===== config.mk =====
export PLATFORM = sky130hd
export DESIGN_NAME = vga_sync_gen
export DESIGN_NICKNAME = d
export VERILOG_FILES = /design/src/rtl/vga_sync_gen.sv
export SDC_FILE = /design/constraint.sdc
export NUM_CORES = 1
export LEC_CHECK = 0
export ABC_AREA = 1
export CORE_UTILIZATION = 35
export DETAILED_ROUTE_END_ITERATION = 8
export PLACE_DENSITY = 0.7
export SETUP_SLACK_MARGIN = 0.15
export SLEW_MARGIN = 5
export SYNTH_ARGS = -nofsm -noshare
export SYNTH_HDL_FRONTEND = slang
export SYNTH_SLANG_ARGS = --single-unit

===== constraint.sdc =====
create_clock -name clk -period 1.2 [get_ports clk]
set_input_delay 0.3 -clock clk [delete_from_list [all_inputs] [get_ports clk]]
set_output_delay 0.3 -clock clk [all_outputs]
set_load 0.005 [all_outputs]

===== src/rtl/vga_sync_gen.sv =====
// vga_sync_gen: vertical line counter plus hsync/vsync/video_on decode for 640x480@60 VGA.
// Define VGA_SYNC_REG_OUT_EN to register hsync/vsync/video_on (one clk latency).
module vga_sync_gen (
  input  logic       clk,
  input  logic       rst,
  input  logic [9:0] h_count,
  input  logic       trig_v,
  output logic [9:0] v_count,
  output logic       hsync,
  output logic       vsync,
  output logic       video_on,
  output logic       frame_tick
);
  localparam logic [9:0] H_VIS   = 10'd640;
  localparam logic [9:0] H_FP    = 10'd16;
  localparam logic [9:0] H_SYNC  = 10'd96;
  localparam logic [9:0] V_VIS   = 10'd480;
  localparam logic [9:0] V_FP    = 10'd10;
  localparam logic [9:0] V_SYNC  = 10'd2;
  localparam logic [9:0] V_TOTAL = 10'd525;
  logic [9:0] r_v_count;
  logic       r_frame_tick;
  logic       w_last_line;
  logic       w_hsync;
  logic       w_vsync;
  logic       w_video_on;
  assign w_last_line = r_v_count == V_TOTAL - 10'd1;
  always_ff @(posedge clk) begin
    if (rst) begin
      r_v_count    <= '0;
      r_frame_tick <= 1'b0;
    end else begin
      r_frame_tick <= trig_v && w_last_line;
      if (trig_v) r_v_count <= w_last_line ? '0 : r_v_count + 10'd1;
    end
  end
  // h_count beyond 799 falls outside every window, so it decodes as blanking
  assign w_hsync    = !(h_count >= H_VIS + H_FP && h_count < H_VIS + H_FP + H_SYNC);
  assign w_vsync    = !(r_v_count >= V_VIS + V_FP && r_v_count < V_VIS + V_FP + V_SYNC);
  assign w_video_on = h_count < H_VIS && r_v_count < V_VIS;
  assign v_count    = r_v_count;
  assign frame_tick = r_frame_tick;
`ifdef VGA_SYNC_REG_OUT_EN
  logic r_hsync;
  logic r_vsync;
  logic r_video_on;
  always_ff @(posedge clk) begin
    if (rst) begin
      r_hsync    <= 1'b1;
      r_vsync    <= 1'b1;
      r_video_on <= 1'b0;
    end else begin
      r_hsync    <= w_hsync;
      r_vsync    <= w_vsync;
      r_video_on <= w_video_on;
    end
  end
  // rst also masks the outputs directly so they are idle from the first reset cycle
  assign hsync    = r_hsync | rst;
  assign vsync    = r_vsync | rst;
  assign video_on = r_video_on & ~rst;
`else
  assign hsync    = w_hsync | rst;
  assign vsync    = w_vsync | rst;
  assign video_on = w_video_on & ~rst;
`endif
endmodule


# --- After elaboration in Yosys (flattened, before gate mapping) ---
# Index checks and enable logic that the tools add are counted.
# W data, S select, Z words.
word_totals:
  in_bits: 13
  wordCells: 21
  out_inout_bits: 14
  ff_bits: 11
classes:
  eq_ne: 1
  reduce_logical: 6
  order_cmp: 6
  n_bitwise: 4
  n_mux: 1
  add_sub_neg: 1
op_table:
  columns: ["cell", "count"]
  rows:
  - ["$lt A10 B10 Y1 const B", 2]
  - ["$lt A10 B9 Y1 const B", 2]
  - ["$add A10 B1 Y10 const B", 1]
  - ["$eq A10 B10 Y1 const B", 1]
  - ["$ge A10 B10 Y1 const B", 1]
  - ["$ge A10 B9 Y1 const B", 1]
  - ["$mux W10", 1]
  - ["$logic_and A1 B1 Y1", 4]
  - ["$logic_not A1 Y1", 2]
  - ["$or A1 B1 Y1", 2]
  - ["$and A1 B1 Y1", 1]
  - ["$not A1 Y1", 1]

# --- Depth between registers and ports, before layout ---
# Gate-level depths: netlist of the first run.
depth:
  word_depth: 4
  ltp_mapped: 8
  mapped_depth_nobuf: 8

# --- Worst setup path after synthesis of the first run ---
# Ideal clock, no wire load.
synth_path:
  path_type: "reg2out"
  start: "register r_v_count[0] (netlist: v_count[0])"
  end: "output port vsync"
  path_slack_ns: -0.047
  path_buffers: 0
  required_time_ns: 0.900
  stages_incl_launch_ff: 8
  arrival_time_ns: 0.947
  cell_sequence: "dfxtp_1 -> inv_1 -> ha_1 -> inv_1 -> nand2_1 -> nand3_1 -> nor4_1 -> nand2_1"
synth_via:
  elab_chain_cells: 4
  word_cells_on_any_way: 5
  cone_classes: "2 x order compare; 1 x bitwise; 2 x reduce/logical"
synth_rtl:
  columns: ["element", "line", "rtl"]
  rows:
  - ["start: declaration", "21", "logic [9:0] r_v_count;"]
  - ["start signal: assignment", "34", "if (trig_v) r_v_count <= w_last_line ? '0 : r_v_count + 10'd1;"]
  - ["$ge A10 B9 Y1 or $lt A10 B9 Y1 (tied branches)", "39", "assign w_vsync = !(r_v_count >= V_VIS + V_FP && r_v_count < V_VIS + V_FP + V_SYNC);"]
  - ["$logic_and A1 B1 Y1 (*)", "39", null]
  - ["$logic_not A1 Y1 (*)", "39", null]
  - ["$or A1 B1 Y1 (*)", "64", "assign vsync = w_vsync | rst;"]
  - ["end: declaration", "10", "output logic vsync,"]
# Every way passes the cells marked *; elsewhere a longest branch is shown, timed or not.

# --- Worst setup path after layout of the first run ---
# Ends and elaborated chain as after synthesis.

==> results.yml, run 1 <==
cts:
  cts_hold_buf: 0
  cts_tree: "built"
  clock_latency_ns: 0.27
  path_clk_slew_ns: 0.07
  numCtsBuffers: 3
  cts.sinks: 11
  htreeDepth: 1
  root_buffer: "clkbuf_4"
  clock_path_buffers: 2
placement:
  place.gp.congestion: 0.894
  place.port_buffers: 22
  hpwl_um: 1500
critical_path:
  r2r-end: "v_count[6]$_SDFFE_PP0P_"
  crit_fanout: 2
  r2r_start: "v_count[1]$_SDFFE_PP0P_"
  cp.required_ns: 0.90
  worstPathArrival_ns: 1.35
  ff2ff_path_depth: 11
  critPathKind: "reg2out"
  r2r_slack_ns: -0.26
  crit_end: "vsync"
  startpoint_type: "flop"
  end_kind: "output port"
  startpoint: "v_count[0]$_SDFFE_PP0P_"
detailed_routing:
  ant_nets: 0
  drc: 0
  wl_per_cell_um: 14.5
  dr.pass1.iters: 4
  drtIter0Drc: 26
  avgViaCountPerCell: 5.11
  wirelength_um: 2660
  num_vias: 941
synthesis:
  synth_edf_count: 0
  yosys.area.top_type: "dfxtp_1"
  ys_async_sr_fraction: 0
  synth_fp_nets: 117
  syn_area_sq_um: 673
  synth-main-ff-cell: "dfxtp_1"
  synth.area.top_cells: "dfxtp_1, nand2_1, nor2_1"
  syn_inst: 101
  synth_top_area_share: 0.327
  ys_ff_latch: 11
  synth_common_cells: "nand2_1, nor2_1, inv_1"
  synthDistinctLibCells: 22
  yosysMostFrequentCell: "nand2_1"
  ys_warn_count: 0
  avgSynthCellArea_sq_um: 6.66
  seq_area_frac_synth: 0.327
floorplanning:
  fp.dieW_um: 45.9
  placementRows: 15
  core-area_sq_um: 1760
  die_y_um: 45.9
  ioPinCount: 27
  die_area_sq_um: 2100
  initial_core_util: 0.382
finish:
  antenna-diode-count: 0
  drive_gt1_frac: 0.629
  nNetsFinal: 176
  syn_to_final_growth_pct: 106
sta:
  max_freq_ghz: 0.607
  min_period_ns: 1.65
  finalWorstSetupSlack_ns: -0.447
  worstMarginPinSlew_ns: 0.253
  slew_headroom: 0.830
  hold_slack_ns: 0.369
  period_share: 1.37
  finalSetupTns_ns: -2.86
  setup_violations: 17
  grt_setup_unrepaired: "yes"
  finalHoldViolations: 0
  drv_slew: 0
  clock_skew_ns: 0.00270
power:
  p_total_uw: 874
  p_per_area_nw_per_um2: 631
  peakVddDrop_v: 0.000651
  p_leak_uw: 0.000638
flow_run:
  cap_viol_max_count: 0
global_routing:
  antenna_found_initial: 0
  grt_max_degree: 7
  grt_pass1_wl_um: 3290
  overflow: 0
  grt_pass1_vias: 782
  grt_usage: 0.228
status:
  violations: "negative setup slack"
  outcome: "finished, violations left"
min_path:
  hp-class: "in2reg"
-- registers in the layout, indices dropped and copies added, names as in the netlist --
register    flops
frame_tick      1
v_count        10
-- cell usage in the layout, fill, tap and decap left out --
cell | netlist | layout
ha_4 | 0 | 3
inv_2 | 0 | 5
buf_4 | 0 | 20
nand2_1 | 20 | 18
a21o_1 | 2 | 2
nor4_2 | 0 | 1
nor4_4 | 0 | 1
or3_1 | 1 | 1
dfxtp_4 | 0 | 2
clkbuf_2 | 0 | 2
o21ai_2 | 2 | 1
a31oi_1 | 1 | 1
buf_2 | 0 | 7
nand4_1 | 2 | 2
nand2_2 | 2 | 2
xor2_1 | 2 | 2
nand3_1 | 8 | 4
o21ai_4 | 0 | 1
o21ai_0 | 2 | 1
dfxtp_1 | 11 | 1
nor3_2 | 0 | 1
clkbuf_4 | 0 | 3
o21ai_1 | 1 | 2
inv_1 | 14 | 8
nand3_2 | 1 | 3
nor2_4 | 0 | 4
buf_6 | 1 | 24
clkdlybuf4s15_2 | 0 | 1
a21oi_2 | 0 | 2
nand2_4 | 0 | 2
clkbuf_1 | 0 | 1
nor2_2 | 4 | 3
nand3_4 | 0 | 2
inv_4 | 0 | 2
dfxtp_2 | 0 | 8
dlygate4sd2_1 | 0 | 1
nor2_1 | 18 | 15
-- critical path, stage by stage (launching register included) --
cell and delay (ns):
dfxtp_2 0.33, inv_2 0.07, ha_4 0.12, inv_2 0.03, nand2_2 0.05, nand3_2 0.06
nor4_2 0.17, nand2_1 0.10, buf_2 0.14
-- cells by family (layout without fill, tap and decap cells) --
kind of cell	count (synthesis)	in the layout	synth area share
buffers and inverters	16	74	0.100
adder cells (fa/ha/maj)	3	3	0.0558
flip-flops	11	11	0.327
AO/OA/AOI/OAI	10	10	0.0948
AND/OR/NAND/NOR	59	59	0.396
XOR/XNOR	2	2	0.0260
-- metal layers --
| metal | wire length, um | track usage | share of wire |
|---|---|---|---|
| met1 | 1030 | 0.270 | 0.39 |
| met2 | 1360 | 0.375 | 0.51 |
| met3 | 182 | 0.0516 | 0.068 |
| met4 | 87 | 0.124 | 0.033 |
| met5 | 0 | 0 | 0 |
-- worst min path at each step --
stage | startpoint | end | slack [ns] | cells after the start
after floorplan | rst | v_count[6]$_SDFFE_PP0P_ | 0.37 | 1
after global placement | v_count[8]$_SDFFE_PP0P_ | v_count[8]$_SDFFE_PP0P_ | 0.57 | 3
after detailed placement | v_count[8]$_SDFFE_PP0P_ | v_count[8]$_SDFFE_PP0P_ | 0.58 | 3
after CTS | rst | v_count[7]$_SDFFE_PP0P_ | 0.34 | 3
after global routing | rst | frame_tick$_SDFF_PP0_ | 0.35 | 3
final | rst | v_count[7]$_SDFFE_PP0P_ | 0.37 | 3
-- final cells by class --
type	instances	area, sq um
Tap cell	25	31.3
Fill cell	129	380
Sequential cell	11	238
Inverter	15	61.3
Timing Repair Buffer	55	485
Clock buffer	4	26.3
Multi-Input combinational cell	74	542
-- what timing repair did --
action                     CTS  global route
cloned                       0             0
setup endpoints to repair   25            24
setup buffers                6             6
pin swaps                   20             8
resized for setup          126            25
-- metrics by stage --
step                instance area, sq um   util  worst slack (ns)  instances
floorplan                            689      -           0.00291        101
global placement                    1090  0.616            -0.735        168
detailed placement                  1090  0.616            -0.742        168
CTS                                 1260  0.714            -0.519        178
global route                        1380  0.784            -0.545        184
finish                              1380  0.784            -0.447        184
-- report_power, final --
part / switching [uW] / leakage, uW / total (uW) / internal (uW)
clock: 137 / 0.0000150 / 266 / 129
sequential: 6.13 / 0.0000944 / 375 / 369
combinational: 107 / 0.000529 / 233 / 126
(Power assumes the default switching activity.)
==> run 2, diff against run 1 <==
--- a/config.mk
+++ b/config.mk
@@ -6,9 +6,11 @@
 export NUM_CORES = 1
 export LEC_CHECK = 0
 export ABC_AREA = 1
-export CORE_UTILIZATION = 35
+export CELL_PAD_IN_SITES_DETAIL_PLACEMENT = 0
+export CELL_PAD_IN_SITES_GLOBAL_PLACEMENT = 1
+export CORE_UTILIZATION = 25
 export DETAILED_ROUTE_END_ITERATION = 8
-export PLACE_DENSITY = 0.7
+export PLACE_DENSITY_LB_ADDON = 0.1
 export SETUP_SLACK_MARGIN = 0.15
 export SLEW_MARGIN = 5
 export SYNTH_ARGS = -nofsm -noshare
==> results.yml, run 2 (synthesis results as in run 1) <==
status:
  outcome: "finished, violations left"
  violations: "negative setup slack"
finish:
  drive_gt1_frac: 0.646
  largest_reg_flops: 10
  nNetsFinal: 181
  final_common_cell: "buf_6"
  antenna-diode-count: 0
  layout_common_cells: "buf_6, buf_4, nand2_1, nor2_1, inv_1"
  seq_area_sq_um: 238
  syn_to_final_growth_pct: 116
  multi_input_area_sq_um: 541
  nFillCells: 239
detailed_routing:
  wl_per_cell_um: 11.4
  routed.top_layer: "met4"
  avgViaCountPerCell: 4.46
  dr_wl_met3_um: 126
  wl_met1_um: 967
  wirelength_um: 2210
  drtIter0Drc: 11
  num_vias: 865
  dr.pass1.iters: 4
  drc: 0
  dr_wl_met2_um: 1100
  ant_nets: 0
sta:
  max_freq_ghz: 0.602
  slew_headroom: 0.834
  worstMarginPinSlew_ns: 0.247
  clock_skew_ns: 0.0110
  grt_setup_unrepaired: "yes"
  period_share: 1.39
  finalWorstSetupSlack_ns: -0.462
  drv_slew: 0
  min_period_ns: 1.66
  setup_violations: 15
  hold_slack_ns: 0.327
  finalHoldViolations: 0
floorplanning:
  fp.dieW_um: 53.9
  ioPinCount: 27
  die_y_um: 53.9
  initial_core_util: 0.269
  core-area_sq_um: 2500
  die_area_sq_um: 2900
  placementRows: 18
cts:
  cts_tree: "built"
  htreeDepth: 1
  numCtsBuffers: 3
  cts_hold_buf: 0
  root_buffer: "clkbuf_4"
  clock_path_buffers: 2
  clock_latency_ns: 0.28
  path_clk_slew_ns: 0.08
  cts.sinks: 11
power:
  p_per_area_nw_per_um2: 595
  p_leak_uw: 0.000659
  peakVddDrop_v: 0.000647
  p_total_uw: 864
critical_path:
  end_kind: "output port"
  crit_fanout: 2
  worstPathArrival_ns: 1.36
  cp.required_ns: 0.90
  critPathKind: "reg2out"
  startpoint_type: "flop"
  ff2ff_path_depth: 8
global_routing:
  antenna_found_initial: 0
  grt_pass1_wl_um: 3480
  grt_pass1_vias: 792
  grt_max_degree: 7
  overflow: 0
  grt_usage: 0.171
placement:
  place.port_buffers: 22
  hpwl_um: 1470
  place.gp.congestion: 0.725
flow_run:
  cap_viol_max_count: 0
min_path:
  hp-class: "in2reg"
  holdPathStages: 3
## run 2: cell count changes in the layout (fill, tap and decap cells not counted), moves of 2 or more
cell / delta
buf_4: +2
buf_6: +4
nand2_1: -2
clkbuf_2: -2
nand2_2: +3
## run 2: path summary, 6_finish.rpt
check | startpoint | endpoint | slack [ns]
worst min register to register | v_count[6]$_SDFFE_PP0P_ | v_count[6]$_SDFFE_PP0P_ | 0.61
worst max register to register | v_count[0]$_SDFFE_PP0P_ | frame_tick$_SDFF_PP0_ | -0.10
worst max-delay path | v_count[9]$_SDFFE_PP0P_ | vsync | -0.46
worst min-delay path | rst | v_count[6]$_SDFFE_PP0P_ | 0.33
## run 2: area by class of cell
| class | count | share of cell area |
|---|---|---|
| repair buffers | 60 | 0.378 |
| multi-input cells | 74 | 0.372 |
| flip-flops and latches | 11 | 0.164 |
| inverters | 15 | 0.0414 |
| well taps | 30 | 0.0259 |
| clock buffers | 4 | 0.0181 |
## run 2: critical path, stage by stage (launching register included)
cell	delay, ns
dfxtp_4	0.35
buf_12	0.12
nor4_4	0.29
buf_4	0.16
nand2_2	0.04
buf_2	0.13
## run 2: layer usage
metal  track usage  vias up
met4        0.0263        0
li1              -      448
met2         0.280       21
met1         0.215      394
met5             0        -
met3        0.0650        2
## run 2: through the flow
stage | setup TNS, ns | utilization | worst slack [ns] | cells | cell area [sq um]
finish | -1.56 | 0.581 | -0.462 | 194 | 1450
global route | -2.59 | 0.581 | -0.542 | 194 | 1450
CTS | -1.24 | 0.543 | -0.485 | 187 | 1360
detailed placement | -6.30 | 0.434 | -0.742 | 172 | 1090
global placement | -6.20 | 0.434 | -0.729 | 172 | 1090
floorplan | 0 | - | 0.00291 | 101 | 689
## run 2: repair_timing
action,in CTS,in global routing
gates resized for setup,144,13
pin swaps,23,10
setup buffers,11,7
endpoints found under the setup margin,25,24
## run 2: report_power, final
group          switching (uW)  total (uW)  leakage [uW]  internal [uW]
Combinational            92.0         218      0.000549            126
Sequential               6.77         376     0.0000944            369
Clock                     142         270     0.0000150            129
